[src/rtl/dvp_pll_ctrl.sv]
// ---------------------------------------------------------------------------
// dvp_pll_ctrl
//
// Bring-up and supervision controller for a PLL that feeds several downstream
// clock domains. The controller pulses the PLL reset, waits for lock, requires
// the lock to stay up for a qualification window, and then releases the
// per-domain resets one at a time. A lock loss while running tears the domains
// back down and restarts the PLL. Repeated failure to lock parks the block in
// a FAIL state until software asks for a retry.
//
// Ports
//   ref_clk     in   PLL reference clock, the only clock of this block
//   rst_n       in   synchronous active-low reset
//   pll_lock    in   PLL LOCK output, asynchronous to ref_clk
//   retry_req   in   single-cycle restart request, honoured only in FAIL
//   pll_reset   out  PLL RESET pin, active high
//   chan_rst_n  out  per-domain active-low resets, released staggered in RUN
//   locked      out  high only while running
//   fail        out  high only while parked after exhausting retries
//   retry_cnt   out  retries consumed in the current bring-up sequence
//   lost_cnt    out  lock losses seen while running, saturating at 255
// ---------------------------------------------------------------------------
module dvp_pll_ctrl #(
    parameter int NUM_CH        = 2,
    parameter int RST_CYCLES    = 16,
    parameter int LOCK_TIMEOUT  = 65536,
    parameter int STABLE_CYCLES = 1024,
    parameter int MAX_RETRY     = 3,
    parameter int CH_STAGGER    = 8,
    localparam int RW = (MAX_RETRY > 0) ? $clog2(MAX_RETRY + 1) : 1
) (
    input  logic              ref_clk,
    input  logic              rst_n,
    input  logic              pll_lock,
    input  logic              retry_req,
    output logic              pll_reset,
    output logic [NUM_CH-1:0] chan_rst_n,
    output logic              locked,
    output logic              fail,
    output logic [RW-1:0]     retry_cnt,
    output logic [7:0]        lost_cnt
);

    function automatic int max2(input int a, input int b);
        return (a > b) ? a : b;
    endfunction

    // One counter times every state, so it must cover the longest interval,
    // including the span of the staggered channel releases.
    localparam int STAGGER_SPAN = (NUM_CH - 1) * CH_STAGGER + 1;
    localparam int CNT_MAX = max2(max2(RST_CYCLES, LOCK_TIMEOUT),
                                  max2(STABLE_CYCLES, STAGGER_SPAN));
    localparam int CW = (CNT_MAX > 1) ? $clog2(CNT_MAX) : 1;

    // Terminal counts: the counter starts at 0 on state entry, so the last
    // cycle of an N-cycle interval is N-1.
    localparam logic [CW-1:0] RST_LAST    = CW'(RST_CYCLES - 1);
    localparam logic [CW-1:0] LOCK_LAST   = CW'(LOCK_TIMEOUT - 1);
    localparam logic [CW-1:0] STABLE_LAST = CW'(STABLE_CYCLES - 1);
    localparam logic [CW-1:0] RUN_LAST    = CW'((NUM_CH - 1) * CH_STAGGER);
    localparam logic [RW-1:0] RETRY_MAX   = RW'(MAX_RETRY);

    typedef enum logic [2:0] {
        RESET_PLL,
        WAIT_LOCK,
        STABLE,
        RUN,
        FAIL
    } state_t;

    state_t            state_q;
    state_t            state_d;
    logic [CW-1:0]     cnt_q;
    logic [CW-1:0]     cnt_d;
    logic [RW-1:0]     retry_d;
    logic [7:0]        lost_d;
    logic [NUM_CH-1:0] chan_d;
    logic              lock_meta;
    logic              lock_s;

    // Two-flop synchroniser; nothing downstream looks at pll_lock directly.
    always_ff @(posedge ref_clk) begin
        if (!rst_n) begin
            lock_meta <= 1'b0;
            lock_s    <= 1'b0;
        end else begin
            lock_meta <= pll_lock;
            lock_s    <= lock_meta;
        end
    end

    // Next-state logic. Within each state the lock_s rule is evaluated
    // before the counter expiry, so a lock change wins a same-cycle tie.
    always_comb begin
        state_d = state_q;
        cnt_d   = cnt_q + 1'b1;
        retry_d = retry_cnt;
        lost_d  = lost_cnt;

        case (state_q)
            RESET_PLL: begin
                if (cnt_q == RST_LAST) begin
                    state_d = WAIT_LOCK;
                end
            end

            WAIT_LOCK: begin
                if (lock_s) begin
                    state_d = STABLE;
                end else if (cnt_q == LOCK_LAST) begin
                    if (retry_cnt == RETRY_MAX) begin
                        state_d = FAIL;
                    end else begin
                        retry_d = retry_cnt + 1'b1;
                        state_d = RESET_PLL;
                    end
                end
            end

            // A dropout here is treated as a not-yet-settled PLL rather than
            // a failed attempt, so the retry budget is left alone.
            STABLE: begin
                if (!lock_s) begin
                    state_d = WAIT_LOCK;
                end else if (cnt_q == STABLE_LAST) begin
                    state_d = RUN;
                end
            end

            // The counter parks once the last channel has been released.
            RUN: begin
                if (!lock_s) begin
                    state_d = RESET_PLL;
                    if (lost_cnt != 8'hFF) begin
                        lost_d = lost_cnt + 8'd1;
                    end
                end else if (cnt_q == RUN_LAST) begin
                    cnt_d = cnt_q;
                end
            end

            FAIL: begin
                cnt_d = cnt_q;
                if (retry_req) begin
                    state_d = RESET_PLL;
                    retry_d = '0;
                end
            end

            default: begin
                state_d = RESET_PLL;
            end
        endcase

        if (state_d != state_q) begin
            cnt_d = '0;
        end

        if (state_d == RUN) begin
            retry_d = '0;
        end
    end

    // Channel k is released once the RUN counter reaches k*CH_STAGGER; the
    // counter holds at the final release point so released channels stay up.
    always_comb begin
        chan_d = '0;
        for (int k = 0; k < NUM_CH; k++) begin
            chan_d[k] = (state_d == RUN) && (int'(cnt_d) >= k * CH_STAGGER);
        end
    end

    // Outputs are decoded from the next state so that they change on the
    // same edge as the state register itself.
    always_ff @(posedge ref_clk) begin
        if (!rst_n) begin
            state_q    <= RESET_PLL;
            cnt_q      <= '0;
            retry_cnt  <= '0;
            lost_cnt   <= '0;
            pll_reset  <= 1'b1;
            chan_rst_n <= '0;
            locked     <= 1'b0;
            fail       <= 1'b0;
        end else begin
            state_q    <= state_d;
            cnt_q      <= cnt_d;
            retry_cnt  <= retry_d;
            lost_cnt   <= lost_d;
            pll_reset  <= (state_d == RESET_PLL) || (state_d == FAIL);
            chan_rst_n <= chan_d;
            locked     <= (state_d == RUN);
            fail       <= (state_d == FAIL);
        end
    end

endmodule

[config.mk]
export PLATFORM = sky130hd
export DESIGN_NAME = dvp_pll_ctrl
export DESIGN_NICKNAME = d
export VERILOG_FILES = /design/src/rtl/dvp_pll_ctrl.sv
export SDC_FILE = /design/constraint.sdc
export NUM_CORES = 1
export LEC_CHECK = 0
export ABC_AREA = 1
export CAP_MARGIN = 15
export CORE_AREA = 3 3 71 73
export CTS_CLUSTER_DIAMETER = 150
export DETAILED_ROUTE_END_ITERATION = 10
export DIE_AREA = 0 0 74 76
export PLACE_DENSITY = 0.69
export SLEW_MARGIN = 0
export SYNTH_ARGS = -nofsm -noshare
export SYNTH_HDL_FRONTEND = slang
export SYNTH_SLANG_ARGS = --single-unit
[constraint.sdc]
create_clock -name ref_clk -period 2.2 [get_ports ref_clk]
set_input_delay 0.55 -clock ref_clk [delete_from_list [all_inputs] [get_ports ref_clk]]
set_output_delay 0.55 -clock ref_clk [all_outputs]
set_load 0.02 [all_outputs]
==> After elaboration in Yosys (flattened, before gate mapping) <==
Cells that the tools add are included.
{ "totals": {"mem_bits_ro": 0, "mem_bits_rw": 0, "elab_cells": 59, "output_inout_bits": 15, "latchBits": 0, "input_bits": 4, "regBits": 36, "n_memories": 0} }
{ "classes": {"div": 0, "magnitude_cmp": 1, "muxes": 18, "bitwise_logic": 2, "multipliers": 0, "eq_ne": 17, "n_addsub": 3, "reduce_logical": 8, "shifts": 0} }
{ "ops": {"columns": ["cell", "count"], "rows": [
  ["16-bit 2-to-1 mux", 3],
  ["16-bit by 4-bit == test with 1-bit output (second input constant)", 2],
  ["16-bit one-hot mux with 2 select lines", 1],
  ["3-bit 2-to-1 mux", 8],
  ["16-bit by 1-bit adder with 16-bit output (second input constant)", 1],
  ["16-bit by 10-bit == test with 1-bit output (second input constant)", 1],
  ["16-bit == test (second input constant)", 1],
  ["16-bit by 4-bit >= comparator with 1-bit output (second input constant)", 1],
  ["3-bit one-hot mux with 5 select lines", 1],
  ["3-bit by 2-bit == test with 1-bit output (second input constant)", 3],
  ["8-bit by 1-bit adder with 8-bit output (second input constant)", 1],
  ["2-bit 2-to-1 mux", 4],
  ["2-bit != test (second input constant)", 4],
  ["8-bit != test (second input constant)", 1],
  ["3-bit == test (second input constant)", 2],
  ["3-bit zero test", 2],
  ["5-bit AND reduction", 1],
  ["2-bit one-hot mux with 2 select lines", 1],
  ["3-bit by 1-bit == test with 1-bit output (second input constant)", 1],
  ["3-bit != test", 1],
  ["3-bit AND reduction", 1],
  ["2-bit by 1-bit adder with 2-bit output (second input constant)", 1],
  ["2-bit == test (second input constant)", 1],
  ["1-bit NOT", 2],
  ["4 further kinds", 4]
]} }

==> Longest topological paths before layout <==
{ "depth": {"word_depth": 9, "depth_mapped": 15} }

==> Worst setup path after synthesis <==
OpenSTA, ideal clock, no wires.
{ "synth_timing": {"kind": "register -> register", "from": "reg cnt_q[0]", "to": "reg cnt_q[13]", "arrival_ps": 1698, "stages_incl_launch_ff": 14, "setup_time_ps": 112, "n_path_buf": 1, "path_slack_ps": 390, "path_cell_list": "dfxtp_1 -> ha_1 -> nand2_1 -> nor2_2 -> nand2_2 -> nor2_2 -> nand2_1 -> nand2_1 -> nand4_2 -> nand2_2 -> nor2_4 -> nand3_4 -> buf_12 -> nor2_2"} }
{ "synth_between": {"elab_chain_cells": 6} }
{ "synth_rtl": {"columns": ["item", "line_no", "source"], "rows": [
  ["start, declared", "73", "logic [CW-1:0] cnt_q;"],
  ["start signal, assigned", "187", "cnt_q <= cnt_d;"],
  ["branches (longest 5 deep; another with 16-bit by 1-bit adder with 16-bit output)", null, null],
  ["16-bit 2-to-1 mux (*)", "155", "if (state_d != state_q) begin"]
]} }
Every way passes the cells marked *.
A chain may end at the register's enable or synchronous reset.

==> Worst setup path in the final report <==
{ "layout_timing": {"from": "reg cnt_q[0]", "to": "reg cnt_q[15]"} }
The elaborated chain is that of the path after synthesis.

==> impl_metrics.tcl <==
set metrics [dict create \
    grt_max_degree 17 \
    synth_nets 348 \
    holdPathStages 2 \
    numCtsBuffers 5 \
    setup_viol 0 \
    antenna_found_initial 0 \
    io_pins 19 \
    worstSetupStartpointType "flip-flop" \
    grt-ovfl-total 0 \
    final_area_um2 2545 \
    criticalPathCategory "reg2reg" \
    fin_crit_ps 1964 \
    ff2ff_setup_slack_ps 240 \
    fmax_ghz 0.5091 \
    crit_fanout 7 \
    required_ps 2380 \
    seq_area_frac_synth 0.3167 \
    slew_headroom 0.7830 \
    slew_viol_final 0 \
    hpwl_mm 3.767 \
    drv_cap 0 \
    drc 0 \
    layout-drive-gt1-share 0.1366 \
    fin_skew_ps 5.240 \
    fin_setup_tns_ps 0 \
    antennaDiodeCount 0 \
    syn_to_final_growth_pct 15.05 \
    min_period_over_period 0.8928 \
    insertion_delay_ps 280 \
    drt_iter0_markers 113 \
    yosysWarnings 0 \
    synth_cells 340 \
    die_area_um2 5624 \
    clock_sinks 35 \
    grt_usage 0.1943 \
    finalHoldViolations 0 \
    worst_path_max_delay_cell "dfxtp_2" \
    grt_pass1_vias 1977 \
    core_area_um2 4414 \
    post_drt_wl_per_cell_um 11.64 \
    reg2reg_depth 13 \
    grt_pass1_wl_mm 8.735 \
    max-vdd-ir-drop_mv 0.2437 \
    path_cells "ha_1, nand2_1, nor2_2, nand2_2, nor2_2, nand2_1, nand2_1, nand4_2, nand2_2, nor2_4, nand3_4, buf_4, nor2_2" \
    ys_types 30 \
    async_flop_share 0 \
    hold_start "lock_meta" \
    wl_mm 4.867 \
    end_kind "flip-flop" \
    worstPathArrival_ps 2150 \
    cts_tree "yes" \
    ant_nets 0 \
    root_buffer "clkbuf_8" \
    nets 373 \
    die_w_um 74 \
    leakage_nw 1.047 \
    total_power_mw 1.152 \
    viasPerCell 4.923 \
    ys_seq_elements 35 \
    p_per_area_nw_per_um2 452.6 \
    r2r_start "cnt_q[0]" \
    status "finished clean" \
    r2r-end "cnt_q[15]" \
    tightest_slew_ps 323.0 \
    clk_pin_slew_worst_paths_ps 70 \
    fillers 444 \
    htree_num_levels 2 \
    cp-startpoint "cnt_q[0]" \
    synth_edf_count 0 \
    hold-path-endpoint "lock_s" \
    gp_congestion 0.8469 \
    clockBufferDepth 2 \
    io_buffers 18 \
    syn_avg_cell_area_um2 6.506 \
    row_count 24 \
    rsz0062_at_grt "false" \
    hold_class "reg2reg" \
    num_vias 2058 \
    slowest_delay_ps 390 \
    dpl_cell_area_um2 2427 \
    synth-main-ff-cell "dfxtp_1" \
    dr.pass1.iters 4 \
    die_y_um 76 \
    post_synth_instance_area_um2 2212 \
    initial_core_util 0.5011 \
]
cell type report:
type / count / area (µm²) / share of cell area
timing repair buffer: 23 / 230.2 / 0.09046
multi-input combinational: 250 / 1279 / 0.5025
clock buffer: 7 / 76.32 / 0.02999
clock inverter: 1 / 5.005 / 0.001967
sequential: 35 / 701.9 / 0.2758
inverter: 50 / 187.7 / 0.07375
tap: 52 / 65.06 / 0.02557
metrics by stage:
| step | instances | util | hold WS, ps | setup WS (ps) |
|---|---|---|---|---|
| floorplan | 340 | - | 390.5 | 390.3 |
| global placement | 407 | 0.5499 | 395.5 | 196.7 |
| detailed placement | 407 | 0.5499 | 396.1 | 140.5 |
| CTS | 415 | 0.5683 | 413.7 | 130.4 |
| global route | 418 | 0.5765 | 428.9 | 18.92 |
| finish | 418 | 0.5765 | 413.0 | 235.8 |
synthesized netlist by cell type (all sizes together) (4+ instances only):
master  count  area share
nand2      93        0.17
nor2       74        0.16
inv        49       0.083
dfxtp      35        0.32
nand3      26       0.069
o21ai       9       0.020
a21oi       8       0.018
nor3        8       0.020
xor2        8       0.032
nand4       6       0.020
o21bai      6       0.020
buf         5       0.020
ha          4       0.023
nand3b      4       0.014
worst max-delay path, delay by kind of cell, from the launching register on:
kind | cells | cell delay (ps)
simple gates | 11 | 1050
flops | 1 | 390
fa+ha+maj | 1 | 240
buf+inv | 1 | 180
timing repair:
action | CTS | global route
resized for setup | 0 | 1
endpoints found under the setup margin | 0 | 16
setup buffers | 0 | 3
hold buffers | 0 | 0
kinds of logic after synthesis:
group	count (synthesis)	synth area share
compound gates	24	0.06222
xor+xnor	9	0.03564
fa+ha+maj	4	0.02263
buf+inv	55	0.1052
flops	35	0.3167
simple gates	213	0.4576
power breakdown:
part           switching [mW]  total [mW]  internal [mW]
clock                   0.226       0.448          0.222
sequential            0.00905       0.649          0.640
combinational          0.0301      0.0545         0.0244
placed cells by master, fill, tap and decap left out, drive strengths merged:
cell / n
buf: 5
and2: 1
nand2: 93
clkdlybuf4s50: 18
o21bai: 6
o21ai: 9
clkinv: 2
nor3b: 1
inv: 49
ha: 4
clkbuf: 7
o211ai: 1
nand3b: 4
nor3: 8
nor2: 74
a21oi: 8
nand3: 26
xor2: 8
nand4: 6
xnor2: 1
dfxtp: 35
layer usage:
metal	GRT usage	vias to the layer above	wire, µm
li1	-	1102	-
met1	0.2680	914	2395
met2	0.2988	34	2231
met3	0.03694	8	146
met4	0.06703	0	94
met5	0	-	0
state kept, by name (all words and copies together), names as in the netlist:
name and flops:
chan_rst_n 2, cnt_q 16, fail 1, lock_meta 1, lock_s 1, lost_cnt 8, pll_reset 1, retry_cnt 2
state_q 3
worst max path at each step:
stage                      to  slack [ps]  cells after the start
finish              cnt_q[15]         240                     13
global route        cnt_q[13]          20                     13
CTS                  cnt_q[0]         130                     12
detailed placement   cnt_q[3]         140                     12
global placement     cnt_q[5]         200                     12
floorplan           cnt_q[13]         390                     13
Power figures use the tool's default switching activity.
